File: src/rtl/exec_unit_mc.sv
`default_nettype none
// exec_unit_mc: handshaked execute stage with a registered result, {V,N,Z,C} flags and port data.
// Define EXEC_MUL_EN to build the iterative shift-add multiplier (MUL/MULI) and its stall.
module exec_unit_mc #(
   parameter int WIDTH = 16,
   parameter int OPW   = 6
) (
   input  logic             clk,
   input  logic             reset,
   input  logic             in_valid,
   output logic             in_ready,
   input  logic [OPW-1:0]   op_dec,
   input  logic [WIDTH-1:0] A,
   input  logic [WIDTH-1:0] B,
   input  logic [WIDTH-1:0] data_in,
   output logic             out_valid,
   output logic [WIDTH-1:0] ans_ex,
   output logic [WIDTH-1:0] DM_data,
   output logic [WIDTH-1:0] data_out,
   output logic [3:0]       flag_ex
);
   localparam int SHW = $clog2(WIDTH);
   localparam int MSB = WIDTH - 1;

   localparam logic [OPW-1:0] OP_ADD = OPW'(6'b000000), OP_SUB = OPW'(6'b000001);
   localparam logic [OPW-1:0] OP_MOV = OPW'(6'b000010), OP_AND = OPW'(6'b000100);
   localparam logic [OPW-1:0] OP_OR  = OPW'(6'b000101), OP_XOR = OPW'(6'b000110);
   localparam logic [OPW-1:0] OP_NOT = OPW'(6'b000111), OP_ADI = OPW'(6'b001000);
   localparam logic [OPW-1:0] OP_SBI = OPW'(6'b001001), OP_MVI = OPW'(6'b001010);
   localparam logic [OPW-1:0] OP_ANI = OPW'(6'b001100), OP_ORI = OPW'(6'b001101);
   localparam logic [OPW-1:0] OP_XRI = OPW'(6'b001110), OP_NTI = OPW'(6'b001111);
   localparam logic [OPW-1:0] OP_RET = OPW'(6'b010000), OP_HLT = OPW'(6'b010001);
   localparam logic [OPW-1:0] OP_LD  = OPW'(6'b010100), OP_ST  = OPW'(6'b010101);
   localparam logic [OPW-1:0] OP_IN  = OPW'(6'b010110), OP_OUT = OPW'(6'b010111);
   localparam logic [OPW-1:0] OP_JMP = OPW'(6'b011000), OP_LS  = OPW'(6'b011001);
   localparam logic [OPW-1:0] OP_RS  = OPW'(6'b011010), OP_RSA = OPW'(6'b011011);
   localparam logic [OPW-1:0] OP_JV  = OPW'(6'b011100), OP_JNV = OPW'(6'b011101);
   localparam logic [OPW-1:0] OP_JZ  = OPW'(6'b011110), OP_JNZ = OPW'(6'b011111);

   logic             out_valid_q, out_valid_d;
   logic [WIDTH-1:0] ans_q, ans_d, dm_q, dm_d, dout_q, dout_d;
   logic [3:0]       flag_q, flag_d;

   logic             w_accept, w_mul_start, w_big, w_v, w_c, w_upd_ans, w_upd_flags;
   logic [WIDTH-1:0] w_opb, w_ans;
   logic [WIDTH:0]   w_sum;
   logic [SHW-1:0]   w_shamt;

`ifdef EXEC_MUL_EN
   localparam logic [OPW-1:0] OP_MUL = OPW'(6'b000011), OP_MULI = OPW'(6'b001011);
   localparam logic [0:0] ST_IDLE = 1'b0;
   localparam logic [0:0] ST_MUL  = 1'b1;

   logic [0:0]         state_q, state_d;
   logic [SHW-1:0]     cnt_q, cnt_d;
   logic [2*WIDTH-1:0] mcand_q, mcand_d, acc_q, acc_d, w_acc_nxt;
   logic [WIDTH-1:0]   mplier_q, mplier_d;

   assign in_ready    = (state_q == ST_IDLE);
   assign w_mul_start = (op_dec == OP_MUL) || (op_dec == OP_MULI);
`else
   assign in_ready    = 1'b1;
   assign w_mul_start = 1'b0;
`endif

   assign w_accept = in_valid & in_ready;
   // Immediate forms (001xxx) take data_in in place of B.
   assign w_opb    = op_dec[3] ? data_in : B;
   assign w_shamt  = B[SHW-1:0];
   assign w_big    = |(B >> SHW);

   always_comb begin
      w_sum       = '0;
      w_ans       = '0;
      w_v         = 1'b0;
      w_c         = 1'b0;
      w_upd_ans   = 1'b1;
      w_upd_flags = 1'b1;
      case (op_dec)
         OP_ADD, OP_ADI: begin
            w_sum = {1'b0, A} + {1'b0, w_opb};
            w_ans = w_sum[MSB:0];
            w_c   = w_sum[WIDTH];
            w_v   = (A[MSB] == w_opb[MSB]) && (w_ans[MSB] != A[MSB]);
         end
         OP_SUB, OP_SBI: begin
            w_sum = {1'b0, A} + {1'b0, ~w_opb} + {{WIDTH{1'b0}}, 1'b1};
            w_ans = w_sum[MSB:0];
            w_c   = w_sum[WIDTH];
            w_v   = (A[MSB] != w_opb[MSB]) && (w_ans[MSB] != A[MSB]);
         end
         OP_MOV, OP_MVI:         w_ans = w_opb;
         OP_AND, OP_ANI:         w_ans = A & w_opb;
         OP_OR,  OP_ORI:         w_ans = A | w_opb;
         OP_XOR, OP_XRI:         w_ans = A ^ w_opb;
         OP_NOT, OP_NTI:         w_ans = ~w_opb;
         OP_LD, OP_ST, OP_OUT:   w_ans = A;
         OP_IN:                  w_ans = data_in;
         OP_LS:  w_ans = w_big ? '0 : (A << w_shamt);
         OP_RS:  w_ans = w_big ? '0 : (A >> w_shamt);
         OP_RSA: w_ans = w_big ? {WIDTH{A[MSB]}} : WIDTH'($signed(A) >>> w_shamt);
         OP_RET, OP_HLT, OP_JMP, OP_JV, OP_JNV, OP_JZ, OP_JNZ: begin
            w_upd_ans   = 1'b0;
            w_upd_flags = 1'b0;
         end
         default: w_upd_flags = 1'b0;
      endcase
   end

   always_comb begin
      out_valid_d = 1'b0;
      ans_d       = ans_q;
      flag_d      = flag_q;
      dm_d        = dm_q;
      dout_d      = dout_q;
      if (w_accept) begin
         dm_d = B;
         if (!w_mul_start) begin
            out_valid_d = 1'b1;
            dout_d      = (op_dec == OP_OUT) ? A : '0;
            if (w_upd_ans)   ans_d  = w_ans;
            if (w_upd_flags) flag_d = {w_v, w_ans[MSB], ~|w_ans, w_c};
         end
      end
`ifdef EXEC_MUL_EN
      state_d   = state_q;
      cnt_d     = cnt_q;
      mcand_d   = mcand_q;
      mplier_d  = mplier_q;
      acc_d     = acc_q;
      w_acc_nxt = mplier_q[0] ? (acc_q + mcand_q) : acc_q;
      if (state_q == ST_IDLE) begin
         if (w_accept && w_mul_start) begin
            state_d  = ST_MUL;
            cnt_d    = '0;
            mcand_d  = {{WIDTH{1'b0}}, A};
            mplier_d = w_opb;
            acc_d    = '0;
         end
      end else begin
         acc_d    = w_acc_nxt;
         mcand_d  = mcand_q << 1;
         mplier_d = mplier_q >> 1;
         cnt_d    = cnt_q + SHW'(1);
         // Result is taken from the final partial sum, so out_valid follows the last iteration.
         if (cnt_q == SHW'(WIDTH - 1)) begin
            state_d     = ST_IDLE;
            out_valid_d = 1'b1;
            dout_d      = '0;
            ans_d       = w_acc_nxt[MSB:0];
            flag_d      = {|w_acc_nxt[2*WIDTH-1:WIDTH], w_acc_nxt[MSB], ~|w_acc_nxt[MSB:0],
                           |w_acc_nxt[2*WIDTH-1:WIDTH]};
         end
      end
`endif
   end

   always_ff @(posedge clk or posedge reset) begin
      if (reset) begin
         out_valid_q <= 1'b0;
         ans_q       <= '0;
         flag_q      <= '0;
         dm_q        <= '0;
         dout_q      <= '0;
      end else begin
         out_valid_q <= out_valid_d;
         ans_q       <= ans_d;
         flag_q      <= flag_d;
         dm_q        <= dm_d;
         dout_q      <= dout_d;
      end
   end

`ifdef EXEC_MUL_EN
   always_ff @(posedge clk or posedge reset) begin
      if (reset) begin
         state_q  <= ST_IDLE;
         cnt_q    <= '0;
         mcand_q  <= '0;
         mplier_q <= '0;
         acc_q    <= '0;
      end else begin
         state_q  <= state_d;
         cnt_q    <= cnt_d;
         mcand_q  <= mcand_d;
         mplier_q <= mplier_d;
         acc_q    <= acc_d;
      end
   end
`endif

   assign out_valid = out_valid_q;
   assign ans_ex    = ans_q;
   assign flag_ex   = flag_q;
   assign DM_data   = dm_q;
   assign data_out  = dout_q;
endmodule
`default_nettype wire
File: config.mk
export PLATFORM = sky130hd
export DESIGN_NAME = exec_unit_mc
export DESIGN_NICKNAME = d
export VERILOG_FILES = /design/src/rtl/exec_unit_mc.sv
export SDC_FILE = /design/constraint.sdc
export NUM_CORES = 1
export LEC_CHECK = 0
export CAP_MARGIN = 25
export CORE_UTILIZATION = 45
export CTS_CLUSTER_DIAMETER = 40
export CTS_CLUSTER_SIZE = 20
export DETAILED_ROUTE_END_ITERATION = 6
export PLACE_DENSITY = 0.71
export SETUP_SLACK_MARGIN = 0.3
export SLEW_MARGIN = 20
export SYNTH_ARGS = -nofsm -noshare
export SYNTH_HDL_FRONTEND = slang
export SYNTH_SLANG_ARGS = --single-unit
File: constraint.sdc
create_clock -name clk -period 1.7 [get_ports clk]
set_input_delay 0.425 -clock clk [delete_from_list [all_inputs] [get_ports clk]]
set_output_delay 0.425 -clock clk [all_outputs]
set_load 0.02 [all_outputs]
==> impl_metrics.toml <==
[routing]
viasPerCell = 6.228
drt_first_pass_iters = 6
ant_nets = 0
vias = 9603
drt-total-wl_mm = 35.44
drc = 0
drt-initial-drc-count = 1024
wl_per_cell_um = 22.98

[synthesis]
yosys_warnings = 0
synth-seq-cells = 53
yosysMostFrequentCell = "nand2_1"
syn_area_per_cell_sq_um = 7.894
synth_seq_area_share_pct = 18.67
yosysUniqueCellTypes = 89
synth_edf_count = 0
synthArstFlopShare_pct = 100.0
synthFlopType = "dfrtp_1"
netlist_area_sq_um = 7104
syn-num-nets = 1010
synth_area_leaders = "dfrtp_1 19%, ha_1 9.0%, mux2i_1 5.9%, mux2_2 4.9%, a21oi_1 4.2%"
yosysTopAreaCell = "dfrtp_1"
synth_top_area_share_pct = 18.67
syn_inst = 900
synth_common_cells = "78 x nand2_1, 67 x nor2_1, 65 x inv_1, 59 x a21oi_1, 59 x o21ai_0"

[die]
design.core.area_sq_um = 15310
pin_count = 111
start_util_pct = 46.39
rows = 45
dieArea_sq_um = 16290
die_h_um = 127.6
die_w_um = 127.6

[pwr]
p_int_mw = 4.050
pwr-share-clk_pct = 18.6
leakage_nw = 5.631
p_sw_mw = 2.556
p_seq_share_pct = 21.8
vdd_drop_max_v = 0.0004426
power_mw = 6.606
powerDensity_nw_per_um2 = 531.7
swShare_pct = 38.69
comb_power_share_pct = 59.6

[sta]
finalClockSkew_ns = 0
finalSetupViolations = 20
max_clock_freq_ghz = 0.3025
slew_headroom_pct = 37.56
period_needed_ns = 3.306
slew_viol_final = 0
worst-slew-pin-transition_ns = 0.9295
finalCritPeriodShare_pct = 194.5
rsz0062_at_grt = "true"
hold_viol = 0
setup_ws_ns = -1.606

[run_status]
outcome = "finished with violations"
violations = "setup timing"

[clock_network]
cts_buffer_depth = 2
path_clk_slew_ns = 0.07
clk_latency_ns = 0.31
cts_max_level = 2
cts_tree = "built"
hold_buffers = 0
ctsRootBufferMaster = "clkbuf_16"
numCtsBuffers = 5
clock_sinks = 53

[global_routing]
grt_antenna_before_repair = 0
grt_pass1_vias = 8910
grt_util_all_layers_pct = 41.81
grt_max_degree = 54
grt-ovfl-total = 0
grt_pass1_wl_mm = 51.36

[worst_setup_path]
crit_path_start_kind = "input port"
critPathRequiredTime_ns = 1.94
cp.arrival_ns = 3.55
critical_path_class = "input port to register"
crit_family = "compound AO/OA/AOI/OAI gates"
critPathBufInv = 5
cpMaxStageDelayCell = "a2111o_1"
slowest_delay_ns = 0.47
cp_max_fo = 6
path_cells = "buf_12, buf_12, buf_12, mux2i_4, ha_4, and3b_1, a2111o_1, a31oi_4, buf_6, buf_6, o2111a_2, a211oi_4, xnor2_1, a221oi_2, and3b_1, a32o_1"
critPathCaptureType = "register"
cp_common_cell = "buf_12"

[cells_and_area]
area_delta_synth_final_pct = 74.87
final_nets = 1440
drive_above_1_share_pct = 48.76
n_antenna_cell = 0

[placed_design]
pre_cts_ws_ns = -2.227
gp_congestion = 1.032
port-buffer-count = 109
dp_hpwl_mm = 26.19

[hold_path]
hold_path.class = "register to register"

[run]
maxCapViolations = 0
through the flow:
step / cells / hold WS (ns) / TNS (ns) / util, % / area (sq um)
3_3_place_gp: 1477 / 0.4589 / -44.87 / 70.46 / 10790
5_1_grt: 1542 / 0.4915 / -25.84 / 81.12 / 12420
2_1_floorplan: 900 / 0.4564 / -22.81 / - / 7387
4_1_cts: 1521 / 0.4807 / -23.02 / 78.29 / 11990
3_5_place_dp: 1477 / 0.4648 / -45.55 / 70.46 / 10790
6_report: 1542 / 0.4753 / -24.54 / 81.12 / 12420
sequential cells by signal, indices dropped and copies added (netlist names):
signal,flops
DM_data,16
ans_ex,16
data_out,16
flag_ex,4
out_valid,1
power groups by stage:
stage | logic, mW | registers, mW | clock network, mW
global placement | 3.16 | 1.46 | 0
global route | 4.12 | 1.45 | 1.28
CTS | 3.55 | 1.44 | 1.23
detailed placement | 3.19 | 1.46 | 0
floorplan | 1.44 | 1.60 | 0
finish | 3.94 | 1.44 | 1.23
what timing repair did:
item / in CTS / in global routing
cloned: 2 / 0
setup endpoints to repair: 105 / 58
pin swaps: 55 / 58
buffers inserted: 34 / 21
endpoints found under the hold margin: 0 / 0
resized for setup: 339 / 129
area by class of cell:
cell class	instances	area, sq um
inverter	66	254.0
clock inverter	3	46.29
tap	211	264.0
fill	1060	2892
clock buffer	5	125.1
multi-input combinational	712	6218
timing repair buffer	492	4189
sequential	53	1326
worst paths after layout:
kind,slack [ns],endpoint,from,depth (start not counted)
setup reg to reg,0.88,DM_data[4]$_DFFE_PP0P_,DM_data[4]$_DFFE_PP0P_,1
min in group asynchronous,0.53,data_out[3]$_DFFE_PP0P_,reset,3
setup / recovery,-1.61,flag_ex[1]$_DFFE_PP0P_,op_dec[3],16
hold / removal,0.48,flag_ex[2]$_DFFE_PP0P_,flag_ex[2]$_DFFE_PP0P_,1
hold reg to reg,0.48,flag_ex[2]$_DFFE_PP0P_,flag_ex[2]$_DFFE_PP0P_,1
max in group asynchronous,0.88,flag_ex[1]$_DFFE_PP0P_,reset,3
placed cells by master (no fill, tap or decap), drive strengths merged, types with 5 or more instances in the layout:
| cell type | n |
|---|---|
| o2111ai | 5 |
| and3 | 7 |
| o21ai | 61 |
| a221oi | 16 |
| a2111oi | 8 |
| clkdlybuf4s50 | 19 |
| a311oi | 5 |
| nor2b | 11 |
| a22oi | 10 |
| nor3b | 7 |
| nor3 | 29 |
| a211oi | 18 |
| nand3 | 17 |
| clkbuf | 15 |
| mux2i | 42 |
| buf | 403 |
| a31oi | 12 |
| a21o | 9 |
| and2 | 10 |
| nand4 | 7 |
| o21a | 6 |
| a211o | 9 |
| nand2b | 9 |
| xnor2 | 7 |
| clkdlybuf4s15 | 29 |
| mux4 | 9 |
| ha | 51 |
| o211ai | 15 |
| dfrtp | 53 |
| o21bai | 6 |
| nor2 | 67 |
| o22ai | 10 |
| dlygate4sd2 | 26 |
| nor4 | 6 |
| inv | 65 |
| a21oi | 60 |
| nand2 | 79 |
| mux2 | 31 |
logic make-up after synthesis:
group | share of synthesized area, %
and+or+nand+nor | 19.20
AOI/OAI and AO/OA | 29.45
adders and majority gates | 9.546
other | 0.05278
muxes | 13.84
DFF | 18.67
xor gates and xnor gates | 0.9863
buffers and inverters | 8.260
routing by layer:
layer / track usage (%) / share of wire [%]
met4: 21.73 / 6.4
met3: 7.831 / 10
met5: 0 / 0
met2: 65.16 / 44
met1: 55.10 / 39
Note: power is estimated with default switching activity, not from simulation.
